===== config.mk =====
export PLATFORM = sky130hd
export DESIGN_NAME = s_mem_arbiter
export DESIGN_NICKNAME = d
export VERILOG_FILES = /design/src/rtl/s_mem_arbiter.sv
export SDC_FILE = /design/constraint.sdc
export NUM_CORES = 1
export LEC_CHECK = 0
export CORE_MARGIN = 2
export CORE_UTILIZATION = 35
export CTS_BUF_LIST = sky130_fd_sc_hd__clkbuf_8
export CTS_CLUSTER_SIZE = 24
export DETAILED_ROUTE_END_ITERATION = 10
export PLACE_DENSITY = 0.95
export SLEW_MARGIN = 20
export SYNTH_ARGS = -nofsm -noshare
export SYNTH_HDL_FRONTEND = slang
export SYNTH_SLANG_ARGS = --single-unit

===== constraint.sdc =====
create_clock -name clk -period 4.43 [get_ports clk]
set_input_delay 0.443 -clock clk [delete_from_list [all_inputs] [get_ports clk]]
set_output_delay 0.443 -clock clk [all_outputs]
set_load 0.03 [all_outputs]

===== src/rtl/s_mem_arbiter.sv =====
// Request/grant arbiter with per-requester lock that shares the single-port S-memory
// between the RC4 init (0), shuffle (1) and decrypt (2) FSMs. Read returns are tagged
// back to their issuer. Define SMEM_ARB_FIXED_PRIO_EN for fixed priority 2 > 1 > 0.
module s_mem_arbiter #(
  parameter int AW         = 8,
  parameter int DW         = 8,
  parameter int RD_LATENCY = 1
) (
  input  logic            clk,
  input  logic            reset_n,
  input  logic [2:0]      req,
  input  logic [2:0]      lock,
  input  logic [2:0]      wren,
  input  logic [3*AW-1:0] addr,
  input  logic [3*DW-1:0] wdata,
  output logic [2:0]      gnt,
  output logic [2:0]      rvalid,
  output logic [DW-1:0]   rdata,
  output logic [AW-1:0]   mem_address,
  output logic [DW-1:0]   mem_data,
  output logic            mem_wren,
  input  logic [DW-1:0]   mem_q
);

  typedef enum logic {IDLE = 1'b0, OWN = 1'b1} state_t;

  state_t                  state_reg, state_next;
  logic [1:0]              owner_reg, owner_next;
  logic [1:0]              ptr_reg, ptr_next;
  logic [2:0]              gnt_reg, gnt_next;
  logic [1:0]              winner;
  logic                    issue;
  logic                    rd_issue;
  logic [AW-1:0]           addr_arr  [3];
  logic [DW-1:0]           wdata_arr [3];
  logic [RD_LATENCY-1:0]   tag_vld_reg, tag_vld_next;
  logic [2*RD_LATENCY-1:0] tag_id_reg, tag_id_next;

  genvar gi;
  generate
    for (gi = 0; gi < 3; gi++) begin : g_unpack
      assign addr_arr[gi]  = addr[gi*AW +: AW];
      assign wdata_arr[gi] = wdata[gi*DW +: DW];
    end
  endgenerate

`ifdef SMEM_ARB_FIXED_PRIO_EN
  always_comb begin
    winner = 2'd0;
    if (req[2])      winner = 2'd2;
    else if (req[1]) winner = 2'd1;
  end
`else
  logic [1:0] cand;
  logic       found;

  // Search starts at the requester after the last owner, wrapping modulo 3.
  always_comb begin
    winner = 2'd0;
    cand   = 2'd0;
    found  = 1'b0;
    for (int off = 1; off <= 3; off++) begin
      cand = 2'((int'(ptr_reg) + off) % 3);
      if (!found && req[cand]) begin
        winner = cand;
        found  = 1'b1;
      end
    end
  end
`endif

  // State register; pointer resets to 2 so requester 0 is searched first.
  always_ff @(posedge clk or negedge reset_n) begin
    if (!reset_n) begin
      state_reg <= IDLE;
      owner_reg <= 2'd0;
      ptr_reg   <= 2'd2;
      gnt_reg   <= 3'b000;
    end else begin
      state_reg <= state_next;
      owner_reg <= owner_next;
      ptr_reg   <= ptr_next;
      gnt_reg   <= gnt_next;
    end
  end

  always_comb begin
    state_next = state_reg;
    owner_next = owner_reg;
    ptr_next   = ptr_reg;
    gnt_next   = gnt_reg;
    case (state_reg)
      IDLE: begin
        if (|req) begin
          state_next = OWN;
          owner_next = winner;
          gnt_next   = 3'(3'b001 << winner);
        end
      end
      OWN: begin
        if (!req[owner_reg] && !lock[owner_reg]) begin
          state_next = IDLE;
          gnt_next   = 3'b000;
          ptr_next   = owner_reg;
        end
      end
      default: begin
        state_next = IDLE;
        gnt_next   = 3'b000;
      end
    endcase
  end

  // Memory port follows the owner; a locked owner without req drives no access.
  always_comb begin
    issue       = gnt_reg[owner_reg] & req[owner_reg];
    rd_issue    = issue & ~wren[owner_reg];
    mem_address = '0;
    mem_data    = '0;
    mem_wren    = 1'b0;
    if (|gnt_reg) begin
      mem_address = addr_arr[owner_reg];
      mem_data    = wdata_arr[owner_reg];
      mem_wren    = issue & wren[owner_reg];
    end
  end

  assign gnt = gnt_reg;

  always_comb begin
    tag_vld_next = RD_LATENCY'({tag_vld_reg, rd_issue});
    tag_id_next  = (2*RD_LATENCY)'({tag_id_reg, owner_reg});
  end

  // Tags keep flowing after release so in-flight reads reach their original issuer.
  always_ff @(posedge clk or negedge reset_n) begin
    if (!reset_n) begin
      tag_vld_reg <= '0;
      tag_id_reg  <= '0;
    end else begin
      tag_vld_reg <= tag_vld_next;
      tag_id_reg  <= tag_id_next;
    end
  end

  always_comb begin
    rvalid = 3'b000;
    if (tag_vld_reg[RD_LATENCY-1])
      rvalid[tag_id_reg[(RD_LATENCY-1)*2 +: 2]] = 1'b1;
  end

  assign rdata = mem_q;

endmodule


==> results of run 1 <==
==> worst max-delay path, cell delays in order, from the launching register on <==
cell and delay [ns]:
dfrtp_1 0.90, mux2i_1 0.17, o2bb2ai_1 0.31, o21ai_0 0.18, nor3_1 0.22, clkdlybuf4s50_1 0.71
==> where the power goes <==
group	switching [µW]	leakage (µW)	internal (µW)
Clock	36.6	0.0000255	61.7
Combinational	489	0.000624	400
Sequential	81.5	0.000138	143
Total	607	0.000788	605
==> cells in the final DEF (no fill, tap or decap) <==
master            n
o2bb2ai_1         2
o21ai_0           3
clkdlybuf4s50_1  81
inv_1             5
mux2i_1          20
o22ai_1           1
and3b_1           2
mux2_2            1
nand3_1           2
or2_2             1
dfrtp_1          10
a211oi_1          1
buf_4             2
o32ai_1           1
and4_1            1
a21boi_0          1
ha_1              3
clkinv_2          1
nor3_2            1
nand2b_1          2
mux2_4            2
nor3b_1           1
o211ai_1          1
and2_0            1
nor2b_1           3
clkbuf_8          3
nor2_1           36
a2111oi_4         1
a21oi_1          18
nor3_1            2
dfstp_2           1
nand2_1           5
o211a_1           1
==> layout make-up <==
| cell class | count | area [µm²] |
|---|---|---|
| well taps | 44 | 55.1 |
| inverters | 5 | 18.8 |
| clock buffers | 3 | 41.3 |
| repair buffers | 83 | 826 |
| clock inverters | 1 | 5.00 |
| flip-flops and latches | 11 | 277 |
| fillers | 272 | 1120 |
| multi-input cells | 113 | 738 |
==> logic make-up (layout without fill, tap and decap cells) <==
kind of cell / count (synthesis) / after routing / share of synthesized area (%)
fa+ha+maj: 3 / 3 / 3.31
flops: 11 / 11 / 24.4
simple gates: 57 / 57 / 22.6
compound gates: 30 / 30 / 17.4
buf+inv: 22 / 92 / 10.9
mux: 23 / 23 / 21.3
==> stage by stage <==
step	cell area (µm²)	util [%]	setup WS, ns	instances
2_1_floorplan	1130	-	2.23	146
3_3_place_gp	1910	62.2	1.50	256
3_5_place_dp	1910	62.2	1.48	256
4_1_cts	1960	63.7	1.22	260
5_1_grt	1960	63.7	1.07	260
6_report	1960	63.7	1.25	260
==> metal layers <==
| layer | vias to the layer above | global-route usage, % | part of all wire (%) |
|---|---|---|---|
| met5 | - | 0 | 0 |
| met4 | 0 | 4.66 | 0.70 |
| met3 | 4 | 6.61 | 11 |
| met2 | 70 | 32.7 | 51 |
| met1 | 559 | 20.3 | 38 |
| li1 | 633 | - | - |
==> path summary, 6_finish.rpt <==
path,depth (start not counted),startpoint,endpoint
setup reg to reg,5,owner_reg[1],ptr_reg[0]
setup / recovery,5,owner_reg[1],mem_wren
min in group clk,2,state_reg,state_reg
max in group asynchronous,1,reset_n,ptr_reg[1]
hold reg to reg,2,state_reg,state_reg
hold / removal,1,reset_n,ptr_reg[0]
==> metrics.txt, run 1 <==
wire length per cell=12.6 µm; leakage=0.000788 µW; H-tree depth=1; # DRC=0; highest clock rate=315 MHz; Worst Hold Class=in2async; postcts setup bufs=0; register-to-register setup slack=1.92 ns; Post-synth EDFFs=0; clock latency on the worst-skew pair=0.24 ns; Final setup viols=0; Seq/Total Area, Yosys=24.4%; min cycle time layout=3.18 ns; RSZ-0062 raised after global routing=false; worst-margin pin slew=1.08 ns; CTS root buf=clkbuf_8; syn nets=216; GPL Wtd Cong=0.847; row cnt=20; Synth area leaders=dfrtp_1 22%, mux2i_1 18%, nor2_1 12%; share of the synthesized area in the top cell type=22.1%; ANT nets after route=0; Post-synth top flop=dfrtp_1; Pre-antenna DRT Iters=4; Post-Route Setup TNS=0 ns; first-pass GRT wire length=5100 µm; crit path capture type=primary output; CTS max path bufs=2; Synthesis Warnings=0; Worst EP required=3.99 ns; post-CTS sizing=0; Post-DP HPWL=2570 µm; Worst setup SP type=flip-flop; Clock transition at path regs=0.05 ns; total gr overflow=0; ys async rst share=100%; layout cell share with drive strength beyond 1=6.02%; # nets final=287; Core Region=3080 µm²; vias in the first global route=1,210; pwr dens=618 nW/µm²; initial antenna violation count=0; post-route clock period utilization=71.7%; Antenna Cells=0; synth unique cells=32; power consumption=1210 µW; skew final=0.00545 ns; slew margin rel.=27.8%; max-capacitance violation count=0; TritonCTS clock tree=done; initial core utilization=36.8%; clock sink count=11; via density per instance=4.87; I/O Pins=98; Die W=60.9 µm; syn avg cell area=7.76 µm²; P&R area growth vs syn=73.0%; Die Ht=60.9 µm; synthesized cell area=1130 µm²; wirelength, routed=3280 µm; largest area contributor in the netlist=dfrtp_1; Hold WS=0.540 ns; top post-synthesis cells by count=36 x nor2_1, 20 x mux2i_1, 18 x a21oi_1; 1st-iter DRT viols=32; via count=1,266; Inserted Clock Buffers=3; Largest register FFs=3; most frequent cell after synthesis=nor2_1; Die Area=3710 µm²; status=complete, no violations; cts hold-fix bufs=0; Worst Path Arrival=2.73 ns; largest net degree at the start of global routing=25; Syn Inst Count=146; final hold viol count=0; IO buf count=81; flops & latches, synth=11; Max FO, Critical Path=18; GRT Overall Usage=18.2%; critical path class=reg2out; worst vdd ir=271 µV; Max Slew Vio Count=0
Note: power is estimated with default switching activity, not from simulation.
==> inputs of run 2 (changes only) <==
--- a/config.mk
+++ b/config.mk
@@ -6,11 +6,11 @@
 export NUM_CORES = 1
 export LEC_CHECK = 0
 export CORE_MARGIN = 2
-export CORE_UTILIZATION = 35
+export CORE_UTILIZATION = 29
 export CTS_BUF_LIST = sky130_fd_sc_hd__clkbuf_8
 export CTS_CLUSTER_SIZE = 24
 export DETAILED_ROUTE_END_ITERATION = 10
-export PLACE_DENSITY = 0.95
+export PLACE_DENSITY = 0.85
 export SLEW_MARGIN = 20
 export SYNTH_ARGS = -nofsm -noshare
 export SYNTH_HDL_FRONTEND = slang
==> constraint.sdc (replaced) <==
create_clock -name clk -period 2.6 [get_ports clk]
set_input_delay 0.26 -clock clk [delete_from_list [all_inputs] [get_ports clk]]
set_output_delay 0.26 -clock clk [all_outputs]
set_load 0.03 [all_outputs]
==> run 2 against run 1 <==
  * Die area grew 19%
  * Sequential power increased by 39%
  * Clock skew fell by 0.0037 ns
  * Worst setup slack worse by 0.72 ns
  * Non-clock buffer count up 4
  * Sequential share of layout area increased by 0.063 points
==> metrics.txt, run 2 (same netlist as run 1, synthesis figures left out) <==
Post-Route Setup TNS=0 ns (unchanged); critical path class=reg2out; most common cell after layout, fill and taps aside=clkdlybuf4s50_1; clock sink count=11 (unchanged); CTS max path bufs=2 (unchanged); leakage=0.000838 µW (+6.3%); via density per instance=4.80 (-1.4%); Worst Hold Class=in2async; Worst setup SP type=flip-flop; Clock transition at path regs=0.05 ns (about the same); CTS root buf=clkbuf_8; H-tree depth=1 (unchanged); post-CTS sizing=0 (unchanged); largest net degree at the start of global routing=24 (-4.0%); Hold WS=0.360 ns (-0.180 ns); post-route clock period utilization=79.4%; register-to-register setup slack=0.63 ns (-1.29 ns); design area=1950 µm² (-0.45%); crit path cell chain=nor2b_1 -> buf_4 -> o2bb2ai_1 -> o21ai_0 -> nor3_1 -> buf_4; Antenna Cells=0 (unchanged); initial antenna violation count=0 (unchanged); net switching power=1050 µW (+73%); status=complete, no violations; slew margin rel.=63.9% (+36 points); wire length per cell=12.7 µm (+0.92%); Final setup viols=0 (unchanged); I/O Pins=98 (unchanged); Max FO, Critical Path=7 (-11); reg2reg end=ptr_reg[0]; postcts setup bufs=0 (unchanged); Reg-to-Reg Start=owner_reg[1]; Core Region=3720 µm² (+21%); Inserted Clock Buffers=3 (unchanged); wirelength, routed=3410 µm (+4.0%); GPL Wtd Cong=0.839 (-0.93%); Max Slew Vio Count=0 (unchanged); Seq pwr share=15.1% (-3.4 points); clock latency on the worst-skew pair=0.23 ns (about the same); IO buf count=81 (unchanged); crit path capture type=primary output; highest clock rate=485 MHz; pre-CTS setup slack=0.523 ns (-0.955 ns); Worst Path Arrival=1.80 ns (-0.93 ns); Sw Share=51.1% (+0.99 points); row cnt=22 (+10%); ANT nets after route=0 (unchanged); Die Area=4420 µm² (+19%); # DRC=0 (unchanged); min cycle time layout=2.06 ns; Pre-antenna DRT Iters=4 (unchanged); Worst EP required=2.34 ns (-1.65 ns); cts hold-fix bufs=0 (unchanged); P&R area growth vs syn=72.2%; skew final=0.00175 ns (-0.00370 ns); Int Pwr=1010 µW (+67%); TritonCTS clock tree=done; via count=1,287 (+1.7%); max-capacitance violation count=0 (unchanged); worst-margin pin slew=0.539 ns (-0.539 ns); R2R depth=5 (unchanged); initial core utilization=30.5% (-6.3 points); placed cell areas=1910 µm² (-0.39%); vias in the first global route=1,276 (+5.5%); clock power share=7.8% (-0.3 points); # fillers=364 (+34%); combinational power share=77.1% (+3.7 points); Final WS setup=0.537 ns (-0.716 ns); Die Ht=66.5 µm (+9.2%); Largest delay share family, worst path=flip-flops; pwr dens=1050 nW/µm² (+71%); cell repeated most along the worst path=buf_4; most frequent cells in the layout=64 x clkdlybuf4s50_1, 36 x nor2_1, 23 x buf_4, 20 x mux2i_1, 18 x a21oi_1; first-pass GRT wire length=5420 µm (+6.4%); Die W=66.5 µm (+9.2%); 1st-iter DRT viols=48 (+50%); RSZ-0062 raised after global routing=false; total gr overflow=0 (unchanged); CP max stage delay=0.43 ns (-0.47 ns); layout cell share with drive strength beyond 1=15.0% (+9.0 points); # nets final=291 (+1.4%); Buf/Inv on CP=2 (+1); Largest register FFs=3 (unchanged); final hold viol count=0 (unchanged); GRT Overall Usage=15.7% (-2.5 points); worst vdd ir=483 µV (+78%); Post-DP HPWL=2780 µm (+8.1%); Crit-path slowest cell=dfrtp_1
==> run 2: changes by cell type in the layout (fill, tap and decap cells not counted) <==
cell,change
buf_4,+21
clkdlybuf4s50_1,-17
clkinv_2,-1
inv_1,+1
==> run 2: worst max-delay path by stage <==
stage                       from         end  slack (ns)  depth (start not counted)
floorplan           owner_reg[1]    mem_wren        0.58                          6
CTS                 owner_reg[1]    mem_wren        0.52                          6
global route              req[2]    mem_wren        0.39                          6
detailed placement        req[2]  ptr_reg[0]        0.52                          5
finish              owner_reg[1]    mem_wren        0.54                          6
global placement          req[2]  ptr_reg[0]        0.58                          5
==> run 2: final cells by class <==
cell class              count  area [µm²]  area share [%]
well taps                  48        60.1            3.08
multi-input cells         113         738            37.8
repair buffers             87         813            41.7
clock buffers               3        41.3            2.12
flip-flops and latches     11         277            14.2
inverters                   5        18.8           0.962
clock inverters             1        3.75           0.192
==> run 2: metrics by stage <==
stage	power (µW)	utilization (%)	cells
after CTS	2080	52.5	268
after global routing	2230	52.5	268
after detailed placement	1910	51.3	264
final	2060	52.5	268
after floorplan	1370	-	146
after global placement	1880	51.3	264
==> run 2: routing by layer <==
metal / share of wire [%] / global-route usage, %
met2: 53 / 30.0
met3: 9.5 / 5.57
met4: 0.50 / 3.32
met1: 37 / 16.3
met5: 0 / 0
==> run 2: power by group through the flow <==
stage | sequential (µW) | clock, µW | combinational, µW
2_1_floorplan | 333 | 0 | 1030
5_1_grt | 321 | 178 | 1730
3_5_place_dp | 315 | 0 | 1600
4_1_cts | 312 | 168 | 1600
6_report | 311 | 160 | 1590
3_3_place_gp | 307 | 0 | 1570
==> inputs of run 3 (changes only) <==
--- a/config.mk
+++ b/config.mk
@@ -6,11 +6,11 @@
 export NUM_CORES = 1
 export LEC_CHECK = 0
 export CORE_MARGIN = 2
-export CORE_UTILIZATION = 29
+export CORE_UTILIZATION = 33
 export CTS_BUF_LIST = sky130_fd_sc_hd__clkbuf_8
 export CTS_CLUSTER_SIZE = 24
 export DETAILED_ROUTE_END_ITERATION = 10
-export PLACE_DENSITY = 0.85
+export PLACE_DENSITY = 0.9
 export SLEW_MARGIN = 20
 export SYNTH_ARGS = -nofsm -noshare
 export SYNTH_HDL_FRONTEND = slang
==> constraint.sdc (replaced) <==
create_clock -name clk -period 2.03 [get_ports clk]
set_input_delay 0.203 -clock clk [delete_from_list [all_inputs] [get_ports clk]]
set_output_delay 0.203 -clock clk [all_outputs]
set_load 0.03 [all_outputs]
==> run 3 against run 2 <==
  * Die area fell by 11%
  * Utilization is 7.4 points higher
  * Clock power grew 38%
  * Via count fell by 0.23%
  * First-iteration DRC count grew 33%
  * Cell area up 1.7%
  * Count of clock-buffer cells in the layout stayed put
  * Largest power group unchanged
  * Final cell count rose by 0.75%
  * Critical path type is now in2out
  * Total power increased by 31%
  * Combinational power is 31% higher
  * Worst setup slack worse by 0.42 ns
  * Non-clock buffer count is 4 higher
==> metrics.txt, run 3 (same netlist as run 1, synthesis figures left out) <==
status=complete, no violations; I/O Pins=98 (unchanged); worst vdd ir=651 µV (+35%); pwr dens=1360 nW/µm² (+29%); RSZ-0062 raised after global routing=false; Die Area=3920 µm² (-11%); Reg-to-Reg Start=owner_reg[0]; TritonCTS clock tree=done; CTS root buf=clkbuf_8; CP max stage delay=0.51 ns (+0.08 ns); max-capacitance violation count=0 (unchanged); most frequent cells in the layout=64 x clkdlybuf4s50_1, 36 x nor2_1, 26 x buf_4, 20 x mux2i_1, 18 x a21oi_1; GPL Wtd Cong=0.844 (+0.62%); skew final=0.00566 ns (+0.00391 ns); Die W=62.6 µm (-5.9%); post-route clock period utilization=94.5%; P&R area growth vs syn=75.1%; Core Region=3310 µm² (-11%); clock latency on the worst-skew pair=0.24 ns (about the same); Die Ht=62.6 µm (-5.9%); Worst setup SP type=input port; Antenna Cells=0 (unchanged); IO buf count=81 (unchanged); via density per instance=4.76 (-0.97%); most common cell after layout, fill and taps aside=clkdlybuf4s50_1; Clock transition at path regs=0.05 ns (about the same); Post-Route Setup TNS=0 ns (unchanged); GRT Overall Usage=18.9% (+3.2 points); initial core utilization=34.2% (+3.7 points); register-to-register setup slack=0.25 ns (-0.38 ns); Worst EP required=1.83 ns (-0.51 ns); wirelength, routed=3510 µm (+3.0%); Final setup viols=0 (unchanged); Pre-antenna DRT Iters=4 (unchanged); final hold viol count=0 (unchanged); highest clock rate=521 MHz; Crit-path slowest cell=clkdlybuf4s50_1; total gr overflow=0 (unchanged); ANT nets after route=0 (unchanged); clock sink count=11 (unchanged); worst-margin pin slew=0.507 ns (-0.0319 ns); via count=1,284 (-0.23%); Max Slew Vio Count=0 (unchanged); leakage=0.000858 µW (+2.3%); R2R depth=5 (unchanged); Worst Path Arrival=1.71 ns (-0.09 ns); CTS max path bufs=2 (unchanged); critical path class=in2out; layout cell share with drive strength beyond 1=17.0% (+2.0 points); slew margin rel.=66.1% (+2.2 points); Placed Cells=264 (unchanged); Worst Hold Class=in2async; H-tree depth=1 (unchanged); # nets final=295 (+1.4%); Largest register FFs=3 (unchanged); first-pass GRT wire length=5980 µm (+10%); 1st-iter DRT viols=64 (+33%); min cycle time layout=1.92 ns; Hold WS=0.301 ns (-0.0597 ns); largest net degree at the start of global routing=20 (-17%); wire length per cell=13.0 µm (+2.2%); crit path capture type=primary output; reg2reg end=ptr_reg[0]; crit path cell chain=clkdlybuf4s50_1 -> mux2i_1 -> o2bb2ai_1 -> o21ai_0 -> nor3_1 -> buf_4; initial antenna violation count=0 (unchanged); row cnt=21 (-4.5%); Inserted Clock Buffers=3 (unchanged); vias in the first global route=1,267 (-0.71%); Post-DP HPWL=2750 µm (-0.99%); # DRC=0 (unchanged); Max FO, Critical Path=4 (-3); Post-Layout Cell Count=270 (+0.75%)
[run 3: cell types whose count changed in the layout (fill, tap and decap cells not counted)]
| cell | delta |
|---|---|
| clkinv_2 | +1 |
| inv_1 | -1 |
| buf_4 | +3 |
| buf_6 | +1 |
[run 3: routing by layer]
layer  wire length [µm]  share of wire [%]  global-route usage [%]  vias to the layer above
li1                   -                  -                       -                      650
met5                  0                  0                       0                        -
met4                 41                1.2                    5.83                        0
met1               1500                 43                    23.3                      573
met3                224                6.4                    6.13                        6
met2               1750                 50                    31.3                       55
[run 3: cell type report]
| class | count | area [µm²] |
|---|---|---|
| clock buffer | 3 | 41.3 |
| clock inverter | 1 | 5.00 |
| fill | 310 | 1330 |
| inverter | 5 | 18.8 |
| multi-input combinational | 113 | 738 |
| sequential | 11 | 277 |
| tap | 46 | 57.6 |
| timing repair buffer | 91 | 847 |
[run 3: critical path: cells and delay by family]
| kind | cells | cell delay [ns] |
|---|---|---|
| AOI/OAI and AO/OA | 2 | 0.48 |
| and+or+nand+nor | 1 | 0.23 |
| muxes | 1 | 0.09 |
| buffers and inverters | 2 | 0.71 |
[run 3: worst max path at each step]
stage,slack (ns),to,from,cells after the start
floorplan,0.07,mem_wren,owner_reg[1],6
global route,0.002,mem_wren,req[0],6
global placement,0.14,mem_wren,req[0],6
finish,0.11,mem_wren,req[0],6
detailed placement,0.13,mem_wren,req[0],6
CTS,0.06,mem_wren,owner_reg[1],6
[run 3: timing repair]
action                     4_1_cts  5_1_grt
hold buffers                     0        0
setup endpoints to repair        0        1
resized for setup                0        1
buffers inserted                 0        2
[run 3: report_power, final]
group | switching [µW] | leakage (µW) | internal (µW)
combinational | 1190 | 0.000694 | 886
clock | 86.4 | 0.0000255 | 135
sequential | 85.0 | 0.000138 | 314
[run 3: per-stage QoR]
step	total power [µW]	worst slack [ns]	cell area (µm²)	utilization, %
2_1_floorplan	1750	0.0710	1130	-
3_3_place_gp	2420	0.137	1920	58.0
3_5_place_dp	2460	0.130	1920	58.0
4_1_cts	2690	0.0556	1970	59.4
5_1_grt	2910	0.00211	1980	59.9
6_report	2700	0.112	1980	59.9
